$ cat src/rtl/bios_pkg.sv
// Shared types for the BIOS/CPU RAM arbiter: FSM states, read-return owner tags
// and the bundled requester port.
package bios_pkg;

    localparam int REQ_ADDR_MSB = 31;
    localparam int REQ_DATA_MSB = 31;

    typedef enum logic {
        ST_BIOS,
        ST_SHARED
    } arb_state_t;

    typedef enum logic [1:0] {
        OWN_NONE,
        OWN_B,
        OWN_C
    } arb_owner_t;

    typedef struct packed {
        logic                    we;
        logic [3:0]              be;
        logic [REQ_ADDR_MSB:0]   addr;
        logic [REQ_DATA_MSB:0]   wdata;
    } mem_req_t;

endpackage

$ cat src/rtl/ram_arbiter.sv
// Purpose: shares one RAM port between the BIOS loader (B) and the CPU (C); CPU priority after boot.
// Latency: grants and RAM strobes are combinational; read data returns 1 cycle after a read grant.
// Backpressure: requesters hold req with stable fields until gnt; clk_en=0 stalls grants, not returns.
module ram_arbiter
    import bios_pkg::*;
#(
    parameter int ADDR_WIDTH = REQ_ADDR_MSB,
    parameter int DATA_WIDTH = REQ_DATA_MSB,
    parameter int MAX_HOLD   = 8
) (
    input  logic                  clk,
    input  logic                  rst,
    input  logic                  clk_en,
    input  logic                  i_booted,
    input  logic                  i_b_req,
    input  logic                  i_b_we,
    input  logic [3:0]            i_b_be,
    input  logic [ADDR_WIDTH:0]   i_b_addr,
    input  logic [DATA_WIDTH:0]   i_b_wdata,
    input  logic                  i_c_req,
    input  logic                  i_c_we,
    input  logic [3:0]            i_c_be,
    input  logic [ADDR_WIDTH:0]   i_c_addr,
    input  logic [DATA_WIDTH:0]   i_c_wdata,
    output logic                  o_b_gnt,
    output logic                  o_c_gnt,
    output logic                  o_b_rvalid,
    output logic                  o_c_rvalid,
    output logic [DATA_WIDTH:0]   o_b_rdata,
    output logic [DATA_WIDTH:0]   o_c_rdata,
    output logic                  o_read_req,
    output logic [ADDR_WIDTH:0]   o_read_addr,
    input  logic [DATA_WIDTH:0]   i_read_data,
    output logic                  o_write_enable,
    output logic [3:0]            o_byte_enable,
    output logic [ADDR_WIDTH:0]   o_write_addr,
    output logic [DATA_WIDTH:0]   o_write_data
);

    localparam logic [7:0] HOLD_LIM = 8'(MAX_HOLD);

    arb_state_t state, state_nxt;
    arb_owner_t rsp_owner, rsp_owner_nxt;
    logic [7:0] hold_cnt;
    mem_req_t   b_bus, c_bus, win;
    logic       b_gnt, c_gnt, any_gnt;

    assign b_bus = '{we: i_b_we, be: i_b_be, addr: i_b_addr, wdata: i_b_wdata};
    assign c_bus = '{we: i_c_we, be: i_c_be, addr: i_c_addr, wdata: i_c_wdata};

    always_ff @(posedge clk or posedge rst) begin
        if (rst) state <= ST_BIOS;
        else     state <= state_nxt;
    end

    always_comb begin
        state_nxt = state;
        if (clk_en) begin
            unique case (state)
                ST_BIOS:   if (i_booted)  state_nxt = ST_SHARED;
                ST_SHARED: if (!i_booted) state_nxt = ST_BIOS;
                default:   state_nxt = ST_BIOS;
            endcase
        end
    end

    // CPU wins contention until BIOS has watched MAX_HOLD consecutive CPU grants.
    always_comb begin
        b_gnt = 1'b0;
        c_gnt = 1'b0;
        if (!rst && clk_en) begin
            unique case (state)
                ST_BIOS: b_gnt = i_b_req;
                ST_SHARED: begin
                    if (i_b_req && i_c_req) begin
                        if (hold_cnt == HOLD_LIM) b_gnt = 1'b1;
                        else                      c_gnt = 1'b1;
                    end else begin
                        b_gnt = i_b_req;
                        c_gnt = i_c_req;
                    end
                end
                default: ;
            endcase
        end
    end

    assign o_b_gnt = b_gnt;
    assign o_c_gnt = c_gnt;
    assign any_gnt = b_gnt | c_gnt;
    assign win     = b_gnt ? b_bus : c_bus;

    always_ff @(posedge clk or posedge rst) begin
        if (rst) begin
            hold_cnt <= '0;
        end else if (clk_en) begin
            if (b_gnt || !i_b_req)
                hold_cnt <= '0;
            else if (c_gnt && hold_cnt != HOLD_LIM)
                hold_cnt <= hold_cnt + 8'd1;
        end
    end

    always_comb begin
        o_write_enable = 1'b0;
        o_byte_enable  = '0;
        o_write_addr   = '0;
        o_write_data   = '0;
        o_read_req     = 1'b0;
        o_read_addr    = '0;
        if (any_gnt) begin
            if (win.we) begin
                o_write_enable = 1'b1;
                o_byte_enable  = win.be;
                o_write_addr   = win.addr;
                o_write_data   = win.wdata;
            end else begin
                o_read_req  = 1'b1;
                o_read_addr = win.addr;
            end
        end
    end

    // Return tag ignores clk_en so a read granted just before a stall still completes.
    always_comb begin
        rsp_owner_nxt = OWN_NONE;
        if (any_gnt && !win.we)
            rsp_owner_nxt = b_gnt ? OWN_B : OWN_C;
    end

    always_ff @(posedge clk or posedge rst) begin
        if (rst) rsp_owner <= OWN_NONE;
        else     rsp_owner <= rsp_owner_nxt;
    end

    assign o_b_rvalid = (rsp_owner == OWN_B);
    assign o_c_rvalid = (rsp_owner == OWN_C);
    assign o_b_rdata  = o_b_rvalid ? i_read_data : '0;
    assign o_c_rdata  = o_c_rvalid ? i_read_data : '0;

endmodule

$ cat config.mk
export PLATFORM = sky130hd
export DESIGN_NAME = ram_arbiter
export DESIGN_NICKNAME = d
export VERILOG_FILES = /design/src/rtl/bios_pkg.sv /design/src/rtl/ram_arbiter.sv
export SDC_FILE = /design/constraint.sdc
export NUM_CORES = 1
export LEC_CHECK = 0
export BUFFER_PORTS_ARGS = -buffer_cell sky130_fd_sc_hd__buf_4
export CORE_AREA = 2 2 135 137
export CTS_CLUSTER_DIAMETER = 40
export DETAILED_ROUTE_END_ITERATION = 7
export DIE_AREA = 0 0 137 139
export PLACE_DENSITY_LB_ADDON = 0.08
export SYNTH_ARGS = -nofsm -noshare
export SYNTH_HDL_FRONTEND = slang
export SYNTH_SLANG_ARGS = --single-unit
$ cat constraint.sdc
create_clock -name clk -period 2.5 [get_ports clk]
set_input_delay 0.125 -clock clk [delete_from_list [all_inputs] [get_ports clk]]
set_output_delay 0.125 -clock clk [all_outputs]
set_load 0.01 [all_outputs]
==> results of run 1 <==
## kinds of logic after synthesis
logic type / synth area share (%)
compound gates: 42.9
buf+inv: 9.73
mux: 0.337
fa+ha+maj: 0.748
flops: 8.23
xor+xnor: 1.57
simple gates: 36.5
## cells in the final DEF (no fill, tap or decap), types with 2 or more instances in the layout
cell type  instances
nor2_1            10
buf_4            359
a21oi_1           37
ha_1               2
clkbuf_16          3
a211oi_1          22
nor2b_1            3
o22ai_1           31
o21ai_0           35
buf_12             3
and2_1            66
nand2_1           66
nand3_1           72
inv_1              5
a22oi_1           64
xor2_1             6
a211oi_2          10
dfrtp_1           11
buf_6              5
and3_1             4
nand4_1            2
nor3_1             2
a21boi_4           2
o21ai_1            3
## Yosys cell counts (10+ instances only)
master,n
clkbuf_1,29
o21ai_0,35
and2_1,66
a22oi_1,64
dfrtp_1,11
o22ai_1,31
nand3_1,72
a211oi_2,11
nand2_1,66
a21oi_1,38
a211oi_1,22
nor2_1,10
buf_2,29
## worst paths after layout
| kind | from | to | cells past startpoint |
|---|---|---|---|
| setup reg to reg | hold_cnt[0] | hold_cnt[3] | 7 |
| hold / removal | i_b_we | rsp_owner[0] | 2 |
| hold reg to reg | hold_cnt[7] | hold_cnt[7] | 2 |
| min in group asynchronous | rst | hold_cnt[7] | 3 |
| max in group asynchronous | rst | hold_cnt[3] | 3 |
| setup / recovery | hold_cnt[0] | o_read_addr[22] | 8 |
## cell type report
| type | instances | area share (%) |
|---|---|---|
| clock buffer | 3 | 1.19 |
| multi-input combinational | 456 | 44.6 |
| clock inverter | 1 | 0.0796 |
| timing repair buffer | 368 | 44.9 |
| tap | 229 | 4.56 |
| sequential | 11 | 4.38 |
| inverter | 5 | 0.299 |
## sequential cells by signal, indices dropped and copies added, names as in the netlist
signal / cells
rsp_owner: 2
hold_cnt: 8
state: 1
## critical path: cells and delay by family (launching register included)
| kind | cells | cell delay, ps |
|---|---|---|
| adder cells (fa/ha/maj) | 1 | 250 |
| AND/OR/NAND/NOR | 2 | 390 |
| flip-flops | 1 | 380 |
| buffers and inverters | 3 | 510 |
| AO/OA/AOI/OAI | 2 | 530 |
## power groups by stage
stage               logic [mW]  registers (mW)  clock network, mW
finish                   0.746           0.186              0.302
global route             0.808           0.186              0.322
CTS                      0.748           0.186              0.305
detailed placement       0.735           0.189                  0
global placement         0.723           0.189                  0
floorplan                0.324           0.187                  0
## layer usage
metal  global-route usage, %  share of wire (%)
met5                       0                  0
met4                    7.27                3.6
met3                    3.47                8.4
met2                    36.2                 51
met1                    21.2                 36
## per-stage QoR
stage	area [um^2]	total power, mW	worst slack [ps]	instances	hold WS, ps
floorplan	3340	0.511	591	539	-22.6
global placement	6130	0.912	216	1066	178
detailed placement	6130	0.923	91.8	1066	181
CTS	6260	1.24	1.16	1072	81.1
global route	6290	1.32	-46.7	1073	90.1
finish	6290	1.23	58.6	1073	81.6
## timing repair
action	CTS	global route
hold buffers	1	0
gates cloned	1	0
setup endpoints to repair	33	86
setup buffers	0	1
endpoints found under the hold margin	11	0
resized for setup	3	5
pin swaps	2	1
==> results.sh, run 1 <==
export IMPL_seqPwrFrac_pct=15.1
export IMPL_grt_pass1_wl_mm=29.5
export IMPL_multi_input_area_mm2=0.00280
export IMPL_hp_class="input port to register"
export IMPL_area_delta_synth_final_pct=88.0
export IMPL_clockPowerShare_pct=24.5
export IMPL_design_core_area_mm2=0.0177
export IMPL_rrSetupSlack_ps=430
export IMPL_drive_gt1_share_pct=46.8
export IMPL_cts_buffers_inserted=3
export IMPL_cts_tree="done"
export IMPL_yosysUniqueCellTypes=39
export IMPL_maxCapViolCount=0
export IMPL_antenna_found_initial=0
export IMPL_synth_edf_count=0
export IMPL_switchingPower_mw=0.474
export IMPL_peakVddDrop_mv=0.148
export IMPL_synth_top_area_cell="a22oi_1"
export IMPL_syn_cell_area_mm2=0.00334
export IMPL_postSynthAreaPerCell_um2=6.20
export IMPL_yosysWarnings=0
export IMPL_rsz0062_at_grt="yes"
export IMPL_synth_flop_cell="dfrtp_1"
export IMPL_setup_viol=0
export IMPL_leakage_nw=2.96
export IMPL_place_congestion=0.867
export IMPL_worstMarginPinSlew_ps=722
export IMPL_crit_required_ps=2380
export IMPL_vias=5482
export IMPL_drc=0
export IMPL_ant_nets=0
export IMPL_clk_latency_ps=240
export IMPL_slew_headroom_pct=51.8
export IMPL_clk_pin_slew_worst_paths_ps=50
export IMPL_finalHoldViolCount=0
export IMPL_finalNetCount=1023
export IMPL_maxSlewViolCount=0
export IMPL_fillers=1931
export IMPL_slowest_delay_ps=380
export IMPL_drt_wirelength_per_cell_um=18.9
export IMPL_chipHeight_um=139
export IMPL_crit_fanout=20
export IMPL_dr_first_iter_drc_count=295
export IMPL_syn_nets=717
export IMPL_yosys_top_cells_area="a22oi_1 14%, and2_1 12%, nand3_1 11%, dfrtp_1 8.2%, nand2_1 7.4%"
export IMPL_dieArea_mm2=0.0190
export IMPL_finalWorstPathRequiredPeriod_ps=2440
export IMPL_vias_per_cell=5.11
export IMPL_initial_core_util_pct=18.9
export IMPL_cp_arrival_ps=2320
export IMPL_fmaxAchievable_mhz=410
export IMPL_overflow=0
export IMPL_final_util_pct=35.6
export IMPL_grt_pass1_vias=5245
export IMPL_fin_setup_tns_ps=0
export IMPL_clockBufferDepth=2
export IMPL_grt_use_total_pct=19.3
export IMPL_startpoint_type="register"
export IMPL_cts_sinks=11
export IMPL_power_frac_comb_pct=60.4
export IMPL_powerDensity_mw_per_mm2=196
export IMPL_die_w_um=137
export IMPL_critPathSlowestCell="dfrtp_1"
export IMPL_path_cells="inv_1 -> ha_1 -> and4bb_1 -> a211oi_4 -> buf_6 -> nand2_1 -> a211oi_1 -> buf_4"
export IMPL_dp_hpwl_mm=15.2
export IMPL_regArea_um2=275
export IMPL_async_flop_share_pct=100
export IMPL_ys_seq_elements=11
export IMPL_ioPinCount=346
export IMPL_fin_crit_sh_pct=97.7
export IMPL_routed_wl_mm=20.3
export IMPL_p_int_mw=0.760
export IMPL_place_port_buffers=345
export IMPL_yosys_area_top_type_share_pct=14.4
export IMPL_worst_setup_path_end_kind="output port"
export IMPL_swShare_pct=38.4
export IMPL_synth_cells=539
export IMPL_diodes=0
export IMPL_clock_skew_ps=1.31
export IMPL_outcome="complete, no violations"
export IMPL_cts_root_buf="clkbuf_16"
export IMPL_rows=49
export IMPL_htreeDepth=1
export IMPL_firstDrtPassIters=5
export IMPL_grt_max_degree=56
export IMPL_path_class="register to output port"
export IMPL_seq_area_frac_synth_pct=8.23
No activity file was read; power rests on OpenSTA's default activity.
==> run 2, diff against run 1 <==
- CELL_PAD_IN_SITES_DETAIL_PLACEMENT: not set -> 1
- CELL_PAD_IN_SITES_GLOBAL_PLACEMENT: not set -> 2
- CORE_AREA: 2 2 135 137 -> not set
- CORE_UTILIZATION: not set -> 16
- DIE_AREA: 0 0 137 139 -> not set
==> run 2 against run 1 <==
  * Clock skew up 0.91 ps
  * Final area is 4.3% higher
  * Clock-buffer cell count is 1 higher
  * Critical path type unchanged
==> results.sh, run 2 (synthesis gave the netlist of run 1 again) <==
export IMPL_outcome="complete, no violations"
export IMPL_cts_root_buf="clkbuf_16"
export IMPL_grt_pass1_wl_mm=31.9
export IMPL_vias_per_cell=4.86
export IMPL_final_cell_area_mm2=0.00656
export IMPL_ioPinCount=346
export IMPL_clock_skew_ps=2.22
export IMPL_die_w_um=147
export IMPL_place_congestion=0.823
export IMPL_place_port_buffers=345
export IMPL_maxCapViolCount=0
export IMPL_slew_headroom_pct=44.7
export IMPL_reg2reg_from="hold_cnt[4]"
export IMPL_path_class="register to output port"
export IMPL_stdcell_count=1124
export IMPL_fmaxAchievable_mhz=413
export IMPL_setup_viol=0
export IMPL_crit_fanout=24
export IMPL_final_common_cell="buf_4"
export IMPL_area_delta_synth_final_pct=96.1
export IMPL_fin_crit_sh_pct=96.8
export IMPL_design_core_area_mm2=0.0204
export IMPL_clockBufferDepth=2
export IMPL_worst_slack_ps=81.1
export IMPL_hold_depth=2
export IMPL_leakage_nw=3.05
export IMPL_reg_top3="hold_cnt x8, rsp_owner x2, state x1"
export IMPL_cp_startpoint="hold_cnt[4]"
export IMPL_drc=0
export IMPL_htreeDepth=1
export IMPL_finalWorstPathRequiredPeriod_ps=2420
export IMPL_vias=5460
export IMPL_top_register="hold_cnt"
export IMPL_drt_wirelength_per_cell_um=19.4
export IMPL_finalHoldViolCount=0
export IMPL_clk_pin_slew_worst_paths_ps=40
export IMPL_worst_setup_path_end_kind="output port"
export IMPL_chipHeight_um=147
export IMPL_rrSetupSlack_ps=520
export IMPL_worstReg2RegEnd="hold_cnt[6]"
export IMPL_dieArea_mm2=0.0215
export IMPL_worstMarginPinSlew_ps=828
export IMPL_placed_area_mm2=0.00619
export IMPL_routed_wl_mm=21.8
export IMPL_finalNetCount=1033
export IMPL_hp_class="input port to register"
export IMPL_dp_hpwl_mm=15.6
export IMPL_pre_cts_ws_ps=33.0
export IMPL_overflow=0
export IMPL_layout_common_cells="365 x buf_4, 72 x nand3_1, 66 x and2_1, 66 x nand2_1, 64 x a22oi_1"
export IMPL_powerDensity_mw_per_mm2=194
export IMPL_peakVddDrop_mv=0.161
export IMPL_crit_required_ps=2380
export IMPL_crit_path_end="o_read_addr[28]"
export IMPL_ant_nets=0
export IMPL_initial_core_util_pct=16.4
export IMPL_cts_tree="done"
export IMPL_diodes=0
export IMPL_hold_slack_ps=86.5
export IMPL_antenna_found_initial=0
export IMPL_grt_use_total_pct=18.4
export IMPL_cp_arrival_ps=2290
export IMPL_grt_pass1_vias=5502
export IMPL_grt_max_degree=49
export IMPL_cts_sinks=11
export IMPL_cts_buffers_inserted=3
export IMPL_clk_latency_ps=240
export IMPL_largest_reg_flops=8
export IMPL_rows=52
export IMPL_startpoint_type="register"
export IMPL_firstDrtPassIters=4
export IMPL_maxSlewViolCount=0
export IMPL_drive_gt1_share_pct=48.8
export IMPL_dr_first_iter_drc_count=145
export IMPL_placed_cells=1108
export IMPL_final_util_pct=32.2
export IMPL_r2r_cells=6
-- run 2: cell count changes in the layout (fill, tap and decap cells not counted), moves of 2 or more --
cell      change
a211oi_1     -11
a211oi_2     +11
buf_4         +6
buf_12        +3
o21ai_4       +2
-- run 2: timing repair --
action / 4_1_cts / 5_1_grt
endpoints found under the setup margin: 102 / 101
buffers inserted: 0 / 6
pin swaps: 3 / 16
hold endpoints to repair: 11 / 0
gates resized for setup: 5 / 27
hold buffers: 1 / 0
cloned: 1 / 4
-- run 2: worst max-delay path, cell delays in order, from the launching register on --
cell      delay (ps)
dfrtp_1          430
or3_4            450
o21ai_4          220
and3_2           420
buf_12           250
a211oi_1          80
buf_4            190
-- run 2: how the worst min path moves through the flow --
stage                start            to  slack, ps
floorplan              rst   hold_cnt[0]        -20
global placement       rst  rsp_owner[1]        180
detailed placement     rst  rsp_owner[0]        190
CTS                 i_b_we  rsp_owner[0]         90
global route        i_b_we  rsp_owner[0]        100
finish              i_b_we  rsp_owner[0]         90
-- run 2: stage by stage --
stage / power [mW] / TNS, ps
2_1_floorplan: 0.511 / 0
3_5_place_dp: 0.928 / 0
6_report: 1.27 / 0
5_1_grt: 1.36 / -15.4
3_3_place_gp: 0.913 / 0
4_1_cts: 1.24 / -464
-- run 2: cell type report --
type	count	area (um^2)
fill	2544	13800
tap	270	338
sequential	11	275
timing repair buffer	377	2940
multi-input combinational	457	2900
clock buffer	4	78.8
inverter	5	18.8
-- run 2: per-layer routing --
metal / up-vias / GRT usage [%] / routed length [um]
met5: - / 0 / 0
met4: 0 / 4.95 / 514
met1: 2586 / 20.6 / 8660
met3: 28 / 2.56 / 1080
met2: 226 / 35.9 / 11600
li1: 2620 / - / -
-- run 2: power by group --
group          internal [mW]  total, mW  switching (mW)
clock                  0.214      0.294          0.0796
combinational          0.389      0.791           0.402
sequential             0.183      0.187         0.00431
==> run 3, diff against run 2 <==
==> constraint.sdc (replaced) <==
create_clock -name clk -period 2.5 [get_ports clk]
set_input_delay 0.375 -clock clk [delete_from_list [all_inputs] [get_ports clk]]
set_output_delay 0.375 -clock clk [all_outputs]
set_load 0.01 [all_outputs]
==> run 3 against run 2 <==
  * First-iteration DRC count rose by 19%
  * Largest cell class unchanged
  * Non-clock buffer count rose by 40
  * The run now ends with negative setup slack left
  * Worst setup slack got worse by 170 ps
==> results.sh, run 3 (synthesis gave the netlist of run 1 again) <==
export IMPL_place_port_buffers=345
export IMPL_slew_headroom_pct=67.8
export IMPL_drt_wirelength_per_cell_um=20.3
export IMPL_placed_area_mm2=0.00633
export IMPL_clock_skew_ps=5.07
export IMPL_crit_required_ps=2120
export IMPL_final_util_pct=37.8
export IMPL_hp_class="input port to async pin"
export IMPL_clockBufferDepth=2
export IMPL_worst_setup_path_end_kind="output port"
export IMPL_finalNetCount=1072
export IMPL_clk_latency_ps=240
export IMPL_hold_slack_ps=191
export IMPL_setup_viol=89
export IMPL_clk_pin_slew_worst_paths_ps=40
export IMPL_dieArea_mm2=0.0215
export IMPL_dr_first_iter_drc_count=173
export IMPL_drc=0
export IMPL_vias=5719
export IMPL_initial_core_util_pct=16.4
export IMPL_htreeDepth=1
export IMPL_grt_pass1_wl_mm=34.0
export IMPL_crit_fanout=7
export IMPL_grt_use_total_pct=19.7
export IMPL_peakVddDrop_mv=0.156
export IMPL_ant_nets=0
export IMPL_final_common_cell="buf_4"
export IMPL_fin_crit_sh_pct=104
export IMPL_maxCapViolCount=0
export IMPL_cts_root_buf="clkbuf_16"
export IMPL_worstMarginPinSlew_ps=480
export IMPL_cts_tree="done"
export IMPL_drive_gt1_share_pct=62.2
export IMPL_startpoint_type="register"
export IMPL_worst_slack_ps=-89.2
export IMPL_rsz0062_at_grt="yes"
export IMPL_top_register="hold_cnt"
export IMPL_outcome="complete, but fails checks"
export IMPL_cts_buffers_inserted=3
export IMPL_placed_cells=1120
export IMPL_firstDrtPassIters=4
export IMPL_grt_max_degree=69
export IMPL_routed_wl_mm=23.6
export IMPL_finalWorstPathRequiredPeriod_ps=2590
export IMPL_final_cell_area_mm2=0.00770
export IMPL_diodes=0
export IMPL_die_w_um=147
export IMPL_place_congestion=0.813
export IMPL_maxSlewViolCount=0
export IMPL_leakage_nw=3.41
export IMPL_overflow=0
export IMPL_chipHeight_um=147
export IMPL_rows=52
export IMPL_violations="negative setup slack"
export IMPL_vias_per_cell=4.92
export IMPL_powerDensity_mw_per_mm2=190
export IMPL_path_class="register to output port"
export IMPL_reg_top3="hold_cnt x8, rsp_owner x2, state x1"
export IMPL_cp_arrival_ps=2210
export IMPL_antenna_found_initial=0
export IMPL_layout_common_cells="362 x buf_4, 66 x and2_1, 59 x nand3_1"
export IMPL_area_delta_synth_final_pct=130
export IMPL_ioPinCount=346
export IMPL_largest_reg_flops=8
export IMPL_grt_pass1_vias=5783
export IMPL_stdcell_count=1163
export IMPL_cts_sinks=11
export IMPL_dp_hpwl_mm=16.1
export IMPL_finalHoldViolCount=0
export IMPL_fmaxAchievable_mhz=386
export IMPL_design_core_area_mm2=0.0204
==> run 3: changes by cell type in the layout (fill, tap and decap cells not counted), moves of 12 or more <==
| cell | delta |
|---|---|
| a21oi_1 | -35 |
| a21oi_2 | +24 |
| a22oi_1 | -16 |
| a22oi_2 | +16 |
| buf_6 | +20 |
| nand3_1 | -13 |
| nand3_2 | +12 |
| o21ai_0 | -23 |
| o21ai_1 | +15 |
==> run 3: worst max-delay path, cell delays in order, from the launching register on <==
cell       delay, ps
dfrtp_1          390
inv_2             90
ha_4             130
nand4bb_1        140
buf_4            180
o21ai_4          140
buf_8            150
a32oi_4          120
buf_12           170
clkbuf_16        160
a21oi_2          140
buf_4            150
==> run 3: path summary, 6_finish.rpt <==
path                                   from  slack (ps)          endpoint  cells after the start
worst max-delay path            hold_cnt[1]         -90  o_write_data[26]                     11
worst min-delay path                    rst         190       hold_cnt[1]                      2
worst max register to register  hold_cnt[2]         460      rsp_owner[0]                     10
worst min register to register  hold_cnt[6]         610       hold_cnt[6]                      2
max in group asynchronous               rst        1960       hold_cnt[4]                      2
min in group clk                     i_b_we         370      rsp_owner[0]                      2
==> run 3: cell type report <==
class	count	area (um^2)
inverter	5	18.8
tap	270	338
multi-input combinational	456	3390
fill	2453	12700
sequential	11	277
timing repair buffer	417	3600
clock buffer	4	78.8
==> run 3: repair_timing <==
action | in CTS | in global routing
resized for setup | 77 | 139
pin swaps | 51 | 32
hold buffers | 0 | 0
endpoints found under the setup margin | 96 | 103
setup buffers | 20 | 7
cloned | 4 | 10
==> run 3: power by group <==
group / switching, mW / total (mW) / internal (mW)
combinational: 0.491 / 0.987 / 0.496
sequential: 0.00348 / 0.187 / 0.183
clock: 0.0790 / 0.293 / 0.214
total: 0.574 / 1.47 / 0.893
==> run 3: stage by stage <==
step | TNS (ps) | setup slack (ps) | power, mW
2_1_floorplan | 0 | 341 | 0.511
3_3_place_gp | -1.24 | -1.24 | 0.941
3_5_place_dp | -476 | -64.2 | 0.956
4_1_cts | -1030 | -39.4 | 1.34
5_1_grt | -14010 | -200 | 1.56
6_report | -4010 | -89.2 | 1.47
==> run 3: layer usage <==
metal	track usage (%)	routed length [um]	up-vias
li1	-	-	2702
met1	22.9	9550	2774
met2	38.0	12500	218
met3	2.59	1100	25
met4	3.85	431	0
met5	0	0	-
